**src/rtl/multi_axis_op_handler_fsm_pkg.sv**
```systemverilog
// Shared types for the multi-axis motion op handler: FSM states, error codes
// and the sizing helper for the timeout counter.
package motor_op_pkg;

  localparam int MAX_MOTORS = 8;

  typedef enum logic [2:0] {
    IDLE       = 3'd0,
    TRIGGER    = 3'd1,
    WAIT       = 3'd2,
    UPDATE_POS = 3'd3,
    DONE       = 3'd4,
    ERROR      = 3'd5
  } op_state_e;

  typedef enum logic [1:0] {
    ERR_NONE         = 2'd0,
    ERR_ACK_TIMEOUT  = 2'd1,
    ERR_DONE_TIMEOUT = 2'd2
  } err_code_e;

  // Bits needed to hold 0..limit; at least one bit so a disabled timeout still elaborates.
  function automatic int cnt_width(input int limit);
    return (limit < 1) ? 1 : $clog2(limit + 1);
  endfunction

endpackage

```
**src/rtl/multi_axis_op_handler_fsm_op_timeout_counter.sv**
```systemverilog
// Saturating tick counter for the ack/done timeouts. expired flags the tick on
// which the running count reaches the (runtime-selected) limit; a zero limit never expires.
module op_timeout_counter
  import motor_op_pkg::*;
#(
  parameter int LIMIT = 64
) (
  input  logic                        clk,
  input  logic                        reset_n,
  input  logic                        clk_en,
  input  logic                        clear,
  input  logic                        run,
  input  logic [cnt_width(LIMIT)-1:0] limit,
  output logic                        expired
);

  localparam int W = cnt_width(LIMIT);

  logic [W-1:0] count_q;
  logic [W-1:0] count_d;
  logic [W:0]   count_inc_s;

  // Next count and expiry; expiry counts the current tick so a limit of N allows N ticks.
  always_comb begin
    count_inc_s = {1'b0, count_q} + {{W{1'b0}}, 1'b1};
    expired     = run && (limit != {W{1'b0}}) && (count_inc_s >= {1'b0, limit});
    count_d     = count_q;
    if (clear) begin
      count_d = {W{1'b0}};
    end else if (run && !(&count_q)) begin
      count_d = count_inc_s[W-1:0];
    end else begin
      count_d = count_q;
    end
  end

  // Counter register: synchronous active-low reset, holds while clk_en is low.
  always_ff @(posedge clk) begin
    if (!reset_n) begin
      count_q <= {W{1'b0}};
    end else if (clk_en) begin
      count_q <= count_d;
    end else begin
      count_q <= count_q;
    end
  end

endmodule

```
**src/rtl/multi_axis_op_handler_fsm.sv**
```systemverilog
// Sequences one motion op across the motors selected by axis_mask: trigger,
// collect acks, collect finishes, pulse update_pos. Handles timeouts, abort and a sticky error.
module multi_axis_op_handler_fsm
  import motor_op_pkg::*;
#(
  parameter int NUM_MOTORS   = 2,
  parameter int ACK_TIMEOUT  = 64,
  parameter int DONE_TIMEOUT = 0
) (
  input  logic                  clk,
  input  logic                  reset_n,
  input  logic                  clk_en,
  input  logic                  trigger,
  input  logic [NUM_MOTORS-1:0] axis_mask,
  input  logic                  abort,
  input  logic                  err_clear,
  input  logic [NUM_MOTORS-1:0] motors_rdy,
  input  logic [NUM_MOTORS-1:0] motors_done,
  output logic [NUM_MOTORS-1:0] motors_trigger,
  output logic                  update_pos,
  output logic                  done,
  output logic                  rdy,
  output logic                  aborted,
  output logic                  error,
  output logic [1:0]            err_code
);

  localparam int TMAX = (ACK_TIMEOUT > DONE_TIMEOUT) ? ACK_TIMEOUT : DONE_TIMEOUT;
  localparam int CW   = cnt_width(TMAX);
  localparam logic [CW-1:0] ACK_LIM  = CW'(ACK_TIMEOUT);
  localparam logic [CW-1:0] DONE_LIM = CW'(DONE_TIMEOUT);
  localparam logic [NUM_MOTORS-1:0] ZERO_M = {NUM_MOTORS{1'b0}};

  op_state_e             state_q, state_d;
  logic [NUM_MOTORS-1:0] mask_q, mask_d;
  logic [NUM_MOTORS-1:0] ack_q, ack_d;
  logic [NUM_MOTORS-1:0] fin_q, fin_d;
  logic                  aborted_q, aborted_d;
  err_code_e             err_code_q, err_code_d;
  logic [NUM_MOTORS-1:0] motors_trigger_q, motors_trigger_d;
  logic                  update_pos_q, update_pos_d;
  logic                  done_q, done_d;
  logic                  rdy_q, rdy_d;
  logic                  error_q, error_d;

  logic                  accept_s;
  logic                  tmo_run_s;
  logic                  tmo_clear_s;
  logic                  tmo_expired_s;
  logic [CW-1:0]         tmo_limit_s;

  // A trigger is accepted only if no selected motor is busy.
  assign accept_s    = clk_en && trigger && (&(motors_rdy | ~axis_mask));
  assign tmo_run_s   = (state_q == TRIGGER) || (state_q == WAIT);
  assign tmo_limit_s = (state_q == WAIT) ? DONE_LIM : ACK_LIM;
  assign tmo_clear_s = (state_d != state_q);

  op_timeout_counter #(
    .LIMIT (TMAX)
  ) u_timeout (
    .clk     (clk),
    .reset_n (reset_n),
    .clk_en  (clk_en),
    .clear   (tmo_clear_s),
    .run     (tmo_run_s),
    .limit   (tmo_limit_s),
    .expired (tmo_expired_s)
  );

  // Next-state logic; priority within TRIGGER/WAIT is abort, then timeout, then progress.
  always_comb begin
    state_d    = state_q;
    mask_d     = mask_q;
    ack_d      = ack_q;
    fin_d      = fin_q;
    aborted_d  = aborted_q;
    err_code_d = err_code_q;
    if (clk_en) begin
      case (state_q)
        IDLE: begin
          if (accept_s) begin
            mask_d    = axis_mask;
            ack_d     = ZERO_M;
            fin_d     = ZERO_M;
            aborted_d = 1'b0;
            state_d   = (axis_mask == ZERO_M) ? UPDATE_POS : TRIGGER;
          end else begin
            state_d = IDLE;
          end
        end
        TRIGGER: begin
          ack_d = ack_q | (mask_q & ~motors_rdy);
          if (abort) begin
            aborted_d = 1'b1;
            state_d   = DONE;
          end else if (tmo_expired_s) begin
            err_code_d = ERR_ACK_TIMEOUT;
            state_d    = ERROR;
          end else if (ack_d == mask_q) begin
            state_d = WAIT;
          end else begin
            state_d = TRIGGER;
          end
        end
        WAIT: begin
          fin_d = fin_q | (ack_q & motors_done);
          if (abort) begin
            aborted_d = 1'b1;
            state_d   = DONE;
          end else if (tmo_expired_s) begin
            err_code_d = ERR_DONE_TIMEOUT;
            state_d    = ERROR;
          end else if (fin_d == mask_q) begin
            state_d = UPDATE_POS;
          end else begin
            state_d = WAIT;
          end
        end
        UPDATE_POS: state_d = DONE;
        DONE:       state_d = IDLE;
        ERROR: begin
          if (err_clear) begin
            err_code_d = ERR_NONE;
            state_d    = IDLE;
          end else begin
            state_d = ERROR;
          end
        end
        default: state_d = IDLE;
      endcase
    end else begin
      state_d = state_q;
    end
  end

  // Output registers are loaded from the next state so they track the state register exactly.
  always_comb begin
    motors_trigger_d = ZERO_M;
    update_pos_d     = 1'b0;
    done_d           = 1'b0;
    rdy_d            = 1'b0;
    error_d          = 1'b0;
    case (state_d)
      IDLE: begin
        done_d = 1'b1;
        rdy_d  = 1'b1;
      end
      TRIGGER:    motors_trigger_d = mask_d & ~ack_d;
      WAIT:       done_d = 1'b0;
      UPDATE_POS: update_pos_d = 1'b1;
      DONE:       done_d = 1'b1;
      ERROR:      error_d = 1'b1;
      default:    done_d = 1'b0;
    endcase
  end

  // FSM, op bookkeeping and output registers.
  always_ff @(posedge clk) begin
    if (!reset_n) begin
      state_q          <= IDLE;
      mask_q           <= ZERO_M;
      ack_q            <= ZERO_M;
      fin_q            <= ZERO_M;
      aborted_q        <= 1'b0;
      err_code_q       <= ERR_NONE;
      motors_trigger_q <= ZERO_M;
      update_pos_q     <= 1'b0;
      done_q           <= 1'b1;
      rdy_q            <= 1'b1;
      error_q          <= 1'b0;
    end else begin
      state_q          <= state_d;
      mask_q           <= mask_d;
      ack_q            <= ack_d;
      fin_q            <= fin_d;
      aborted_q        <= aborted_d;
      err_code_q       <= err_code_d;
      motors_trigger_q <= motors_trigger_d;
      update_pos_q     <= update_pos_d;
      done_q           <= done_d;
      rdy_q            <= rdy_d;
      error_q          <= error_d;
    end
  end

  assign motors_trigger = motors_trigger_q;
  assign update_pos     = update_pos_q;
  assign done           = done_q && !((state_q == IDLE) && accept_s);
  assign rdy            = rdy_q;
  assign aborted        = aborted_q;
  assign error          = error_q;
  assign err_code       = err_code_q;

endmodule

```
**config.mk**
```make
export PLATFORM = sky130hd
export DESIGN_NAME = multi_axis_op_handler_fsm
export DESIGN_NICKNAME = d
export VERILOG_FILES = /design/src/rtl/multi_axis_op_handler_fsm_pkg.sv /design/src/rtl/multi_axis_op_handler_fsm_op_timeout_counter.sv /design/src/rtl/multi_axis_op_handler_fsm.sv
export SDC_FILE = /design/constraint.sdc
export NUM_CORES = 1
export LEC_CHECK = 0
export ABC_AREA = 1
export CORE_AREA = 2 2 49 69
export CTS_BUF_LIST = sky130_fd_sc_hd__clkbuf_8
export DETAILED_ROUTE_END_ITERATION = 12
export DIE_AREA = 0 0 51 71
export PLACE_DENSITY = 0.86
export SLEW_MARGIN = 20
export SYNTH_ARGS = -nofsm -noshare
export SYNTH_HDL_FRONTEND = slang
export SYNTH_SLANG_ARGS = --single-unit
```
**constraint.sdc**
```tcl
create_clock -name clk -period 4.1 [get_ports clk]
set_input_delay 0.615 -clock clk [delete_from_list [all_inputs] [get_ports clk]]
set_output_delay 0.615 -clock clk [all_outputs]
set_load 0.05 [all_outputs]
```
==> summary.md <==
| Metric | Value |
|---|---|
| First drt pass iteration count | 4 |
| Synth Warn # | 0 |
| Reg-to-Reg Start | u_timeout.count_q[0] |
| Antenna Cells | 0 |
| DR iter-0 viols | 54 |
| Mapped Cells | 230 |
| Reg2Reg Setup Slack | 1.27 ns |
| TritonCTS buffer count | 3 |
| # setup viols final | 0 |
| Root buf cell | clkbuf_8 |
| Synth area leaders | dfxtp_1, nand2_1, nor2_1 |
| Max stage delay on crit path | 0.81 ns |
| Leak pwr | 0.860 nW |
| Synth Net Count | 244 |
| Max-cap violations | 0 |
| # hold bufs at CTS | 0 |
| HP Start | err_code[1] |
| Total grt overflow | 0 |
| Seq pwr share | 46.6% |
| Fin Clk Skew | 0.00377 ns |
| CP endpoint kind | output pin |
| First-pass GRT wire length | 5730 um |
| Chip width | 51 um |
| Crit-path cells | clkdlybuf4s50_1, inv_1, or2_2, nand3_1, nor2_2, nor2_1, clkdlybuf4s50_1 |
| Slowest stage cell on the critical path | clkdlybuf4s50_1 |
| Row Count | 24 |
| Tmin final | 3.12 ns |
| Initial antenna violation count | 0 |
| Internal power | 0.391 mW |
| Worst r2r dst | u_timeout.count_q[6] |
| Top cell type's share of synthesized area | 32.9% |
| Residual DRC | 0 |
| Comb power frac | 28.8% |
| Via-per-instance ratio | 5.08 |
| Core box area | 0.00303 mm^2 |
| Via count | 1469 |
| FF+latch count, synth | 25 |
| Latest clock arrival within the worst-skew pair | 0.27 ns |
| Setup CP Type | primary input to output pin |
| Worst-Margin Slew | 0.501 ns |
| Routed Antenna Nets | 0 |
| Min-delay worst type | flop to flop |
| I/O pin total | 21 |
| PD cells | 336 mW/mm^2 |
| Slew Limit Fails | 0 |
| CTS tree | done |
| Critical path buffer and inverter count | 3 |
| Hold path depth | 2 |
| Area growth syn-to-layout | 17.6% |
| Fin. Hold Viols | 0 |
| Average wire per standard cell | 11.4 um |
| Post_cts resized | 0 |
| Sw Share | 34.8% |
| Routed WL | 3310 um |
| GRT Util Overall | 20.2% |
| Reg2Reg Depth | 20 |
| Most used cell along the critical path | clkdlybuf4s50_1 |
| Synth Area per Inst | 6.60 um^2 |
| Peak supply drop | 0.000262 V |
| Status | finished clean |
| Period utilization | 76.1% |
| Largest net degree at the start of global routing | 15 |
| Layout Nets | 265 |
| Delay-heaviest family, CP | buffers and inverters |
| Die H | 71 um |
| Yosys cell types | 37 |
| Detailed placement HPWL | 2570 um |
| Max_slew headroom | 66.5% |
| Sw power | 0.209 mW |
| Initial Utilization | 50.1% |
| Top cell type by total area after synthesis | dfxtp_1 |
| Via count of the first global-routing pass | 1463 |
| CP startpoint kind | primary input |
| CTS H-tree depth | 1 |
| RSZ-0062 raised after global routing | no |
| Post-Syn Area | 0.00152 mm^2 |
| Post-CTS Setup Bufs | 0 |
| DP Worst Slack | 0.981 ns |
| Setup ws final | 0.980 ns |
| Setup TNS | 0 ns |
| Hold EP | err_code[1] |
| Share of layout cells above drive strength 1 | 10.0% |
| Worst endpoint required time | 3.48 ns |
| Port bufs | 20 |
| Crit path max fanout | 7 |
| Critical Path AT | 2.51 ns |
| Clock sink total | 25 |
| Gpl congestion | 0.935 |
| CTS clock-pin slew for the worst setup and hold paths | 0.09 ns |
| Clock group share of total power | 24.6% |
| Max Root-Sink Buffers | 2 |
| Die ar. | 0.00362 mm^2 |
| Seq/Total Area, Yosys | 32.9% |
| F_max | 320 MHz |
area by class of cell:
class | count | area [um^2]
clock buffers | 3 | 41.3
fillers | 278 | 1250
repair buffers | 21 | 208
inverters | 32 | 123
well taps | 39 | 48.8
multi-input cells | 168 | 861
clock inverters | 1 | 5.00
flip-flops and latches | 25 | 500
worst min-delay path, delay by kind of cell (launching register included):
family / cells / cell delay (ns)
simple gates: 2 / 0.10
flops: 1 / 0.32
logic make-up (layout without fill, tap and decap cells):
family,after synthesis,after routing,share of synthesized area [%]
flops,25,25,32.9
compound gates,27,27,11.2
fa+ha+maj,2,2,1.65
simple gates,136,136,42.1
buf+inv,37,57,10.4
xor+xnor,3,3,1.73
synth_stat cells, drive strengths merged:
cell type	number
nand2	63
nor2	46
inv	32
dfxtp	25
nand3	16
o21ai	9
a21oi	6
buf	4
nand4	3
xor2	3
a21o	2
a22oi	2
a32oi	2
ha	2
nor3	2
o211ai	2
o21a	2
or2	2
a211oi	1
a31oi	1
and2	1
and3	1
clkbuf	1
nand3b	1
nor4	1
stage by stage:
step                      power (mW)  hold slack (ns)  util (%)  instances  area (um^2)
after floorplan                0.413            0.484         -        230         1520
after global placement         0.453            0.434      57.4        285         1740
after detailed placement       0.457            0.440      57.4        285         1740
after CTS                      0.602            0.457      58.9        289         1790
after global routing           0.639            0.493      58.9        289         1790
final                          0.600            0.452      58.9        289         1790
worst max-delay path by stage:
| stage | startpoint | to | depth (start not counted) |
|---|---|---|---|
| after detailed placement | axis_mask[1] | done | 7 |
| after floorplan | u_timeout.count_q[1] | u_timeout.count_q[1] | 22 |
| after global placement | axis_mask[1] | done | 7 |
| after CTS | axis_mask[1] | done | 7 |
| after global routing | axis_mask[1] | done | 7 |
| final | axis_mask[1] | done | 7 |
flip-flops by register name (all words and copies together), names as in the netlist:
name               count
mask_q                 2
done_q                 1
err_code               2
update_pos             1
u_timeout.count_q      7
state_q                3
fin_q                  2
aborted                1
error                  1
motors_trigger         2
ack_q                  2
rdy                    1
power groups by stage:
stage,Sequential [mW],Combinational [mW],Clock [mW]
after floorplan,0.290,0.124,0
after global placement,0.284,0.168,0
after detailed placement,0.285,0.172,0
after CTS,0.279,0.173,0.150
after global routing,0.282,0.194,0.163
final,0.279,0.173,0.148
cells in the final DEF (no fill, tap or decap), types with 4 or more instances in the layout:
cell type	n
a21oi_1	6
clkdlybuf4s50_1	20
dfxtp_1	25
inv_1	30
nand2_1	57
nand3_1	12
nor2_1	41
nor2_2	4
o21ai_0	4
o21ai_1	4
routing by layer:
| layer | vias up | part of all wire [%] | GRT usage [%] |
|---|---|---|---|
| met3 | 9 | 2.8 | 2.95 |
| met4 | 0 | 2.6 | 9.01 |
| met1 | 660 | 40 | 18.9 |
| met2 | 33 | 55 | 40.7 |
| met5 | - | 0 | 0 |
| li1 | 767 | - | - |
(Power assumes the default switching activity.)
